==> src/rtl/serial_nibble_subtractor_pkg.sv <==
// serial_nibble_subtractor_pkg: shared FSM state type and slice width
package serial_nibble_subtractor_pkg;
  localparam int SLICE_W = 4;
  typedef enum logic [1:0] {IDLE, BUSY, DONE} state_t;
endpackage

==> src/rtl/serial_nibble_subtractor_nibble_prefix_sub.sv <==
// nibble_prefix_sub: 4-bit x + ~y + cin using Brent-Kung prefix carries
module nibble_prefix_sub
  import serial_nibble_subtractor_pkg::*;
(
  input  logic [SLICE_W-1:0] x,
  input  logic [SLICE_W-1:0] y,
  input  logic               cin,
  output logic [SLICE_W-1:0] d,
  output logic               cout
);
  logic [3:0] p, g;
  logic g0, g10, g32, p32, g20, g30;
  assign p = x ^ ~y;
  assign g = x & ~y;
  // carry-in folded into bit 0 generate so every group term spans down to cin
  assign g0 = g[0] | (p[0] & cin);
  assign g10 = g[1] | (p[1] & g0);
  assign g32 = g[3] | (p[3] & g[2]);
  assign p32 = p[3] & p[2];
  assign g30 = g32 | (p32 & g10);
  assign g20 = g[2] | (p[2] & g10);
  assign d = p ^ {g20, g10, g0, cin};
  assign cout = g30;
endmodule

==> src/rtl/serial_nibble_subtractor.sv <==
// serial_nibble_subtractor: a - b computed one nibble per cycle with valid/ready handshakes
module serial_nibble_subtractor
  import serial_nibble_subtractor_pkg::*;
#(
  parameter int WIDTH = 16
) (
  input  logic             clk,
  input  logic             rst,
  input  logic             in_valid,
  output logic             in_ready,
  input  logic [WIDTH-1:0] a,
  input  logic [WIDTH-1:0] b,
  output logic             out_valid,
  input  logic             out_ready,
  output logic [WIDTH-1:0] diff,
  output logic             borrow_out,
  output logic             overflow,
  output logic             zero
);
  localparam int N = WIDTH / SLICE_W;
  localparam int IW = N > 1 ? $clog2(N) : 1;
  localparam int MSB = WIDTH - 1;
  state_t state_q, state_d;
  logic [WIDTH-1:0] a_q, a_d, b_q, b_d, diff_q, diff_d;
  logic [IW-1:0] idx_q, idx_d;
  logic carry_q, carry_d, borrow_q, borrow_d, ovf_q, ovf_d, zero_q, zero_d;
  logic [SLICE_W-1:0] s;
  logic co, last;
  nibble_prefix_sub u_sub (
    .x   (a_q[idx_q*SLICE_W +: SLICE_W]),
    .y   (b_q[idx_q*SLICE_W +: SLICE_W]),
    .cin (carry_q),
    .d   (s),
    .cout(co)
  );
  assign last = idx_q == IW'(N - 1);
  always_comb begin
    state_d = state_q;
    a_d = a_q;
    b_d = b_q;
    diff_d = diff_q;
    idx_d = idx_q;
    carry_d = carry_q;
    borrow_d = borrow_q;
    ovf_d = ovf_q;
    zero_d = zero_q;
    case (state_q)
      IDLE: if (in_valid) begin
        state_d = BUSY;
        a_d = a;
        b_d = b;
        idx_d = '0;
        carry_d = 1'b1;
      end
      BUSY: begin
        diff_d[idx_q*SLICE_W +: SLICE_W] = s;
        carry_d = co;
        idx_d = idx_q + 1'b1;
        if (last) begin
          state_d = DONE;
          borrow_d = ~co;
          ovf_d = (a_q[MSB] != b_q[MSB]) && (s[SLICE_W-1] != a_q[MSB]);
          zero_d = diff_d == '0;
        end
      end
      DONE: state_d = out_ready ? IDLE : DONE;
      default: state_d = IDLE;
    endcase
  end
  always_ff @(posedge clk) begin
    if (rst) begin
      state_q <= IDLE;
      a_q <= '0;
      b_q <= '0;
      diff_q <= '0;
      idx_q <= '0;
      carry_q <= 1'b0;
      borrow_q <= 1'b0;
      ovf_q <= 1'b0;
      zero_q <= 1'b0;
    end else begin
      state_q <= state_d;
      a_q <= a_d;
      b_q <= b_d;
      diff_q <= diff_d;
      idx_q <= idx_d;
      carry_q <= carry_d;
      borrow_q <= borrow_d;
      ovf_q <= ovf_d;
      zero_q <= zero_d;
    end
  end
  assign in_ready = state_q == IDLE;
  assign out_valid = state_q == DONE;
  assign diff = diff_q;
  assign borrow_out = borrow_q;
  assign overflow = ovf_q;
  assign zero = zero_q;
endmodule

==> config.mk <==
export PLATFORM = sky130hd
export DESIGN_NAME = serial_nibble_subtractor
export DESIGN_NICKNAME = d
export VERILOG_FILES = /design/src/rtl/serial_nibble_subtractor_pkg.sv /design/src/rtl/serial_nibble_subtractor_nibble_prefix_sub.sv /design/src/rtl/serial_nibble_subtractor.sv
export SDC_FILE = /design/constraint.sdc
export NUM_CORES = 1
export LEC_CHECK = 0
export ABC_AREA = 1
export ABC_CLOCK_PERIOD_IN_PS = 7900
export CORE_MARGIN = 2
export CORE_UTILIZATION = 55
export CTS_BUF_LIST = sky130_fd_sc_hd__clkbuf_16
export CTS_CLUSTER_DIAMETER = 80
export DETAILED_ROUTE_END_ITERATION = 7
export DONT_BUFFER_PORTS = 1
export PLACE_DENSITY = 0.75
export SYNTH_ARGS = -nofsm -noshare
export SYNTH_HDL_FRONTEND = slang
export SYNTH_SLANG_ARGS = --single-unit
==> constraint.sdc <==
create_clock -name clk -period 7.9 [get_ports clk]
set_input_delay 1.185 -clock clk [delete_from_list [all_inputs] [get_ports clk]]
set_output_delay 1.185 -clock clk [all_outputs]
set_load 0.005 [all_outputs]
==> summary.md, run 1 <==
| Metric | Value |
|---|---|
| Clock skew | 4.62 ps |
| CP startpoint | idx_q[0] |
| Netlist Area Pre-Place | around 3000 µm² |
| Design Power | between 1000 and 1500 µW |
| Setup violators final | 0 |
| DRC viols | 0 |
| Slew HR | 27.5% |
| Post-Synthesis Net Count | between 400 and 500 |
| I/O pins | between 50 and 60 |
| Post-CTS Setup Bufs | 0 |
| Synth Flop Type | dfxtp_1 |
| Num rows | 26 |
| Initial antenna violation count | 0 |
| Remaining antenna violation count after routing | 0 |
| Leakage Power | around 0.0014 µW |
| Yosys warning total | 0 |
| Clk root buf | clkbuf_16 |
| Tcrit/Tclk final | about 50% |
| Fin crit period | about 4000 ps |
| Seq/Total Area, Yosys | 37.8% |
| EDFF count, synth | 0 |
| Worst skew pair latency | between 200 and 300 ps |
| Measured slew at the worst slew-check pin | ~1100 ps |
| CTS hold repair buffers | 0 |
| Setup TNS | 0 ps |
| Outcome | finished, final reports clean |
| Placer Congestion | ~0.85 |
| Largest net degree at the start of global routing | 48 |
| Ratio of cells with drive above 1 in the final layout | under 10% |
| Unrepaired setup endpoints after global routing | false |
| Gr usage total | 21.2% |
| Initial DRT Pass Iterations | 4 |
| Netlist cell types | 31 |
| CTS tree | done |
| First-pass GRT wire length | 10400 µm |
| Nets | 450 |
| 1st-iter DRT viols | 116 |
| Detailed Place HPWL | about 4300 µm |
| Die width | roughly 77 µm |
| Max VDD drop | between 150 and 200 µV |
| WL final | between 6000 and 7000 µm |
| Most common cell after layout, fill and taps aside | nor2_1 |
| IO Port Bufs | 0 |
| Crit-path max FO | 28 |
| Max Freq | roughly 0.25 GHz |
| Post-Synthesis Cells | between 400 and 500 |
| Endpoints failing hold | 0 |
| Worst path required time | about 8100 ps |
| Min-delay worst type | register to register |
| Endpoint class of the critical path | register |
| Crit Path Class | register to register |
| HP Start | a_q[15] |
| H-tree depth | 2 |
| Multi-input gate area | between 1000 and 1500 µm² |
| Cts repair resizes | 0 |
| CTS Buffer Depth | 2 |
| Diode count | 0 |
| Vias/cell | between 5 and 6 |
| Die area | around 6000 µm² |
| Crit start category | register |
| Power Dens Cells | approximately 410 nW/µm² |
| TritonCTS Buffers | 5 |
| Layout Utilization | 58.5% |
| Fillers | roughly 520 |
| WP data arrival | 4160 ps |
| Ys async rst share | 0% |
| Drt wl/cell | 12.8 µm |
| Initial Util | roughly 57% |
| Slew Viols, Final | 0 |
| Clock slew at reported path FFs | ~60 ps |
| Vias in the first global route | 2382 |
| Max Cap Viol | 0 |
| Die H | roughly 77 µm |
| CORE AREA | about 5200 µm² |
| GR Overflow Total | 0 |
| TritonCTS Sinks | 56 |
| Vias | 2472 |
| Commonest cells after routing, fill and taps aside | 97 x nor2_1, 56 x dfxtp_1, 54 x nand2_1 |
| R2R Path Start | idx_q[0] |
| Avg Synthesized Cell Area | 7.10 µm² |
| Area Growth Syn to Fin | 2.02% |
| Sequential cell area | between 1000 and 1500 µm² |
| Synth Register Bits | 56 |
## registers in the layout (all words and copies together), names as in the netlist
register / count
overflow: 1
carry_q: 1
state_q: 2
a_q: 16
borrow_out: 1
idx_q: 2
diff: 16
b_q: 16
zero: 1
## final cells by class
| cell class | count | share of cell area [%] |
|---|---|---|
| Multi-Input combinational cell | 283 | 48.2 |
| Sequential cell | 56 | 37.0 |
| Clock buffer | 5 | 4.13 |
| Inverter | 57 | 7.32 |
| Clock inverter | 3 | 0.372 |
| Tap cell | 70 | 2.89 |
## metal layers
layer  global-route usage, %  vias up  share of wire [%]
met1                    25.7     1103                 47
met3                    4.88       10                4.0
met5                       0        -                  0
met2                    36.7       57                 48
met4                    7.50        0                1.8
li1                        -     1302                  -
## stage by stage
stage	hold WS [ps]	instances	cell area, µm²	worst slack [ps]
CTS	500	474	3030	4000
floorplan	457	418	2970	4840
global placement	483	466	2890	4190
global route	535	474	3030	3560
finish	492	474	3030	3970
detailed placement	491	466	2890	4030
## worst max-delay path, cell delays in order, from the launching register on
cell	delay, ps
dfxtp_1	880
inv_1	570
o21ai_0	300
o22ai_1	120
fa_1	370
inv_1	80
fa_1	190
inv_1	60
fa_1	500
nor2_1	80
nand2_1	70
nor2_1	50
nor2_1	120
nand2_1	70
nor2_1	80
nand2_1	70
nor2_1	90
nand2_1	70
a21oi_2	110
## path summary, 6_finish.rpt
path	end	slack (ps)	cells past startpoint
worst max-delay path	zero	3970	18
worst min-delay path	a_q[15]	490	2
worst max register to register	zero	3970	18
worst min register to register	a_q[15]	490	2
## report_power, final
part	switching [µW]	internal [µW]	total [µW]	leakage, µW
Combinational	372	197	569	0.000874
Clock	94.1	114	208	0.0000738
Sequential	75.4	379	454	0.000462
Total	541	690	1230	0.00141
## cell usage after synthesis, types with 2 or more instances
master,number,area [µm²]
nand2_1,54,203
ha_1,8,100
buf_8,2,30.0
nor2_2,9,56.3
o22ai_1,3,18.8
dfxtp_1,56,1120
inv_2,5,18.8
nor3_1,2,10.0
nor2_1,97,364
fa_1,3,60.1
clkbuf_1,5,18.8
o21ai_0,48,240
o211ai_1,13,97.6
nand3_1,11,55.1
nor2_4,2,22.5
a211oi_1,2,15.0
a32o_1,2,20.0
a21oi_1,17,85.1
buf_6,4,45.0
inv_1,51,191
nand4_1,4,25.0
buf_2,10,50.1
a32oi_1,2,17.5
## kinds of logic (layout without fill, tap and decap cells)
family                     count (synthesis)  in the layout  synth area share [%]
AOI/OAI and AO/OA                         90             90                  17.8
adders and majority gates                 11             11                  5.40
buffers and inverters                     79             65                  13.0
DFF                                       56             56                  37.8
and+or+nand+nor                          182            182                  26.1
Power figures use the tool's default switching activity.
==> run 2: changes to the inputs <==
ABC_CLOCK_PERIOD_IN_PS = 3650   (was 7900)
clock period = 3.65 ns   (was 7.9 ns; I/O delays follow)
==> run 2 against run 1 <==
Compared with the run above:
- clock skew grew 1.2 ps
- core utilization grew 0.36 points
- first-iteration DRC count grew 6.0%
- setup slack lost 3600 ps
- sequential power grew 110%
- clock-buffer cell count is the same
- die area is the same
- non-clock buffer count grew 2
- sequential cell count is the same
- wire length grew 2.6%
- register-to-register slack lost 3600 ps
- critical path depth shrank 1
- critical endpoint unchanged
==> summary.md, run 2 (synthesis results as in run 1) <==
| Metric | Value |
|---|---|
| Outcome | finished, final reports clean |
| Clock skew | 5.81 ps (+1.20 ps) |
| Switching Fraction | 44.0% (about the same) |
| Power Dens Cells | 883 nW/µm² (+120%) |
| CTS Buffer Depth | 2 (unchanged) |
| Crit-path max FO | 15 (-46%) |
| Fin crit period | 3230 ps (-696 ps) |
| Die width | 77.4 µm (unchanged) |
| Clk root buf | clkbuf_16 |
| WL final | 6210 µm (+2.6%) |
| Slowest stage delay, CP | 500 ps (-380 ps) |
| Nets | 452 (+0.44%) |
| Critical path cell sequence | inv_1, a32o_1, fa_1, inv_1, fa_1, inv_1, fa_1, nor2_1, nand2_1, nor2_1, nor2_1, nand2_1, nor2_1, nand2_1, nor2_1, nand2_1, a21oi_2 |
| Grt met1 use | 26.9% (+1.2 points) |
| P_int | 1510 µW (+120%) |
| Detailed Place HPWL | 4370 µm (+1.1%) |
| Vias/cell | 5.20 (-0.38%) |
| Crit Path Class | register to register |
| Leakage Power | 0.00141 µW (+0.31%) |
| Die H | 77.4 µm (unchanged) |
| Commonest cells after routing, fill and taps aside | 97 x nor2_1, 56 x dfxtp_1, 54 x nand2_1 |
| Max Cap Viol | 0 (unchanged) |
| H-tree depth | 2 (unchanged) |
| Grt met3 use | 4.53% (-0.35 points) |
| Non-filler cells, final | 476 (+0.42%) |
| Vias in the first global route | 2432 (+2.1%) |
| Post-CTS Setup Bufs | 0 (unchanged) |
| Critical Path Most Common Cell | nor2_1 |
| Setup violators final | 0 (unchanged) |
| Diode count | 0 (unchanged) |
| DRC viols | 0 (unchanged) |
| Seq pwr share | 35.8% (-1.1 points) |
| Largest net degree at the start of global routing | 48 (unchanged) |
| Worst skew pair latency | 290 ps (about the same) |
| Unrepaired setup endpoints after global routing | false |
| Slew HR | 23.4% (-4.0 points) |
| Tcrit/Tclk final | 88.6% (+39 points) |
| Crit-path slowest cell | fa_1 |
| TritonCTS Buffers | 5 (unchanged) |
| Crit start category | register |
| Slew Viols, Final | 0 (unchanged) |
| CTS tree | done |
| CORE AREA | 5170 µm² (unchanged) |
| DP Cell Count | 468 (+0.43%) |
| Clock slew at reported path FFs | 70 ps (about the same) |
| Post-route cell area | 3050 µm² (+0.62%) |
| Measured slew at the worst slew-check pin | 1150 ps (+60.5 ps) |
| Endpoints failing hold | 0 (unchanged) |
| IO Port Bufs | 0 (unchanged) |
| Remaining antenna violation count after routing | 0 (unchanged) |
| Area after DPL | 2910 µm² (+0.52%) |
| Setup TNS | 0 ps (unchanged) |
| Area Growth Syn to Fin | 2.66% |
| Initial Util | 57.4% (unchanged) |
| Grt met2 use | 36.9% (+0.17 points) |
| Worst path required time | 3880 ps (-4250 ps) |
| Endpoint class of the critical path | register |
| WP data arrival | 3460 ps (-700 ps) |
| Psw | 1180 µW (+120%) |
| Clock power share | 17.1% (+0.2 points) |
| 1st-iter DRT viols | 123 (+6.0%) |
| Num rows | 26 (unchanged) |
| Max Freq | 0.309 GHz (+22%) |
| Initial DRT Pass Iterations | 4 (unchanged) |
| Drt wl/cell | 13.0 µm (+2.1%) |
| GR Overflow Total | 0 (unchanged) |
| CTS hold repair buffers | 0 (unchanged) |
| Logic gate share of total power | 47.1% (+0.9 points) |
| Min-delay worst type | input port to register |
| Placer Congestion | 0.841 (-0.50%) |
| Most common cell after layout, fill and taps aside | nor2_1 |
| Cts repair resizes | 0 (unchanged) |
| Max VDD drop | 404 µV (+120%) |
| Ratio of cells with drive above 1 in the final layout | 7.39% (+0.71 points) |
| Initial antenna violation count | 0 (unchanged) |
| Die area | 6000 µm² (unchanged) |
| Vias | 2473 (+0.040%) |
| TritonCTS Sinks | 56 (unchanged) |
| First-pass GRT wire length | 10600 µm (+1.6%) |
| GRT Max-Usage Layer | met2 |
| Gr usage total | 21.5% (+0.35 points) |
| I/O pins | 57 (unchanged) |
-- run 2: critical path: cells and delay by family (launching register included) --
family	cells	cell delay [ps]
DFF	1	480
buffers and inverters	3	400
AOI/OAI and AO/OA	2	470
and+or+nand+nor	9	750
adders and majority gates	3	1080
-- run 2: cell type report --
class / count / area, µm²
Tap cell: 70 / 87.6
Clock buffer: 5 / 125
Multi-Input combinational cell: 283 / 1460
Inverter: 57 / 221
Timing Repair Buffer: 2 / 15.0
Sequential cell: 56 / 1120
Clock inverter: 3 / 15.0
Fill cell: 478 / 2130
-- run 2: worst paths after layout --
kind,cells after the start,endpoint,slack (ps),from
worst max-delay path,17,zero,420,idx_q[1]
worst min-delay path,1,zero,320,rst
worst max register to register,17,zero,420,idx_q[1]
worst min register to register,2,a_q[15],500,a_q[15]
-- run 2: layer usage --
layer  up-vias  part of all wire (%)
met5         -                     0
met4         0                   1.3
met3         7                   3.9
met2        55                    49
met1      1103                    46
li1       1308                     -
-- run 2: metrics by stage --
stage                     total power, µW  util [%]  setup WS, ps  hold slack (ps)
after floorplan                      2070         -           591              457
after global placement               2210      56.2           656              487
after detailed placement             2230      56.2           530              489
after CTS                            2700      58.9           483              309
after global routing                 2940      58.9           189              308
final                                2690      58.9           416              316
-- run 2: power by group through the flow --
stage | combinational [µW] | clock, µW | sequential [µW]
2_1_floorplan | 1150 | 0 | 926
3_3_place_gp | 1230 | 0 | 973
3_5_place_dp | 1260 | 0 | 973
4_1_cts | 1270 | 468 | 963
5_1_grt | 1460 | 493 | 988
6_report | 1270 | 460 | 962
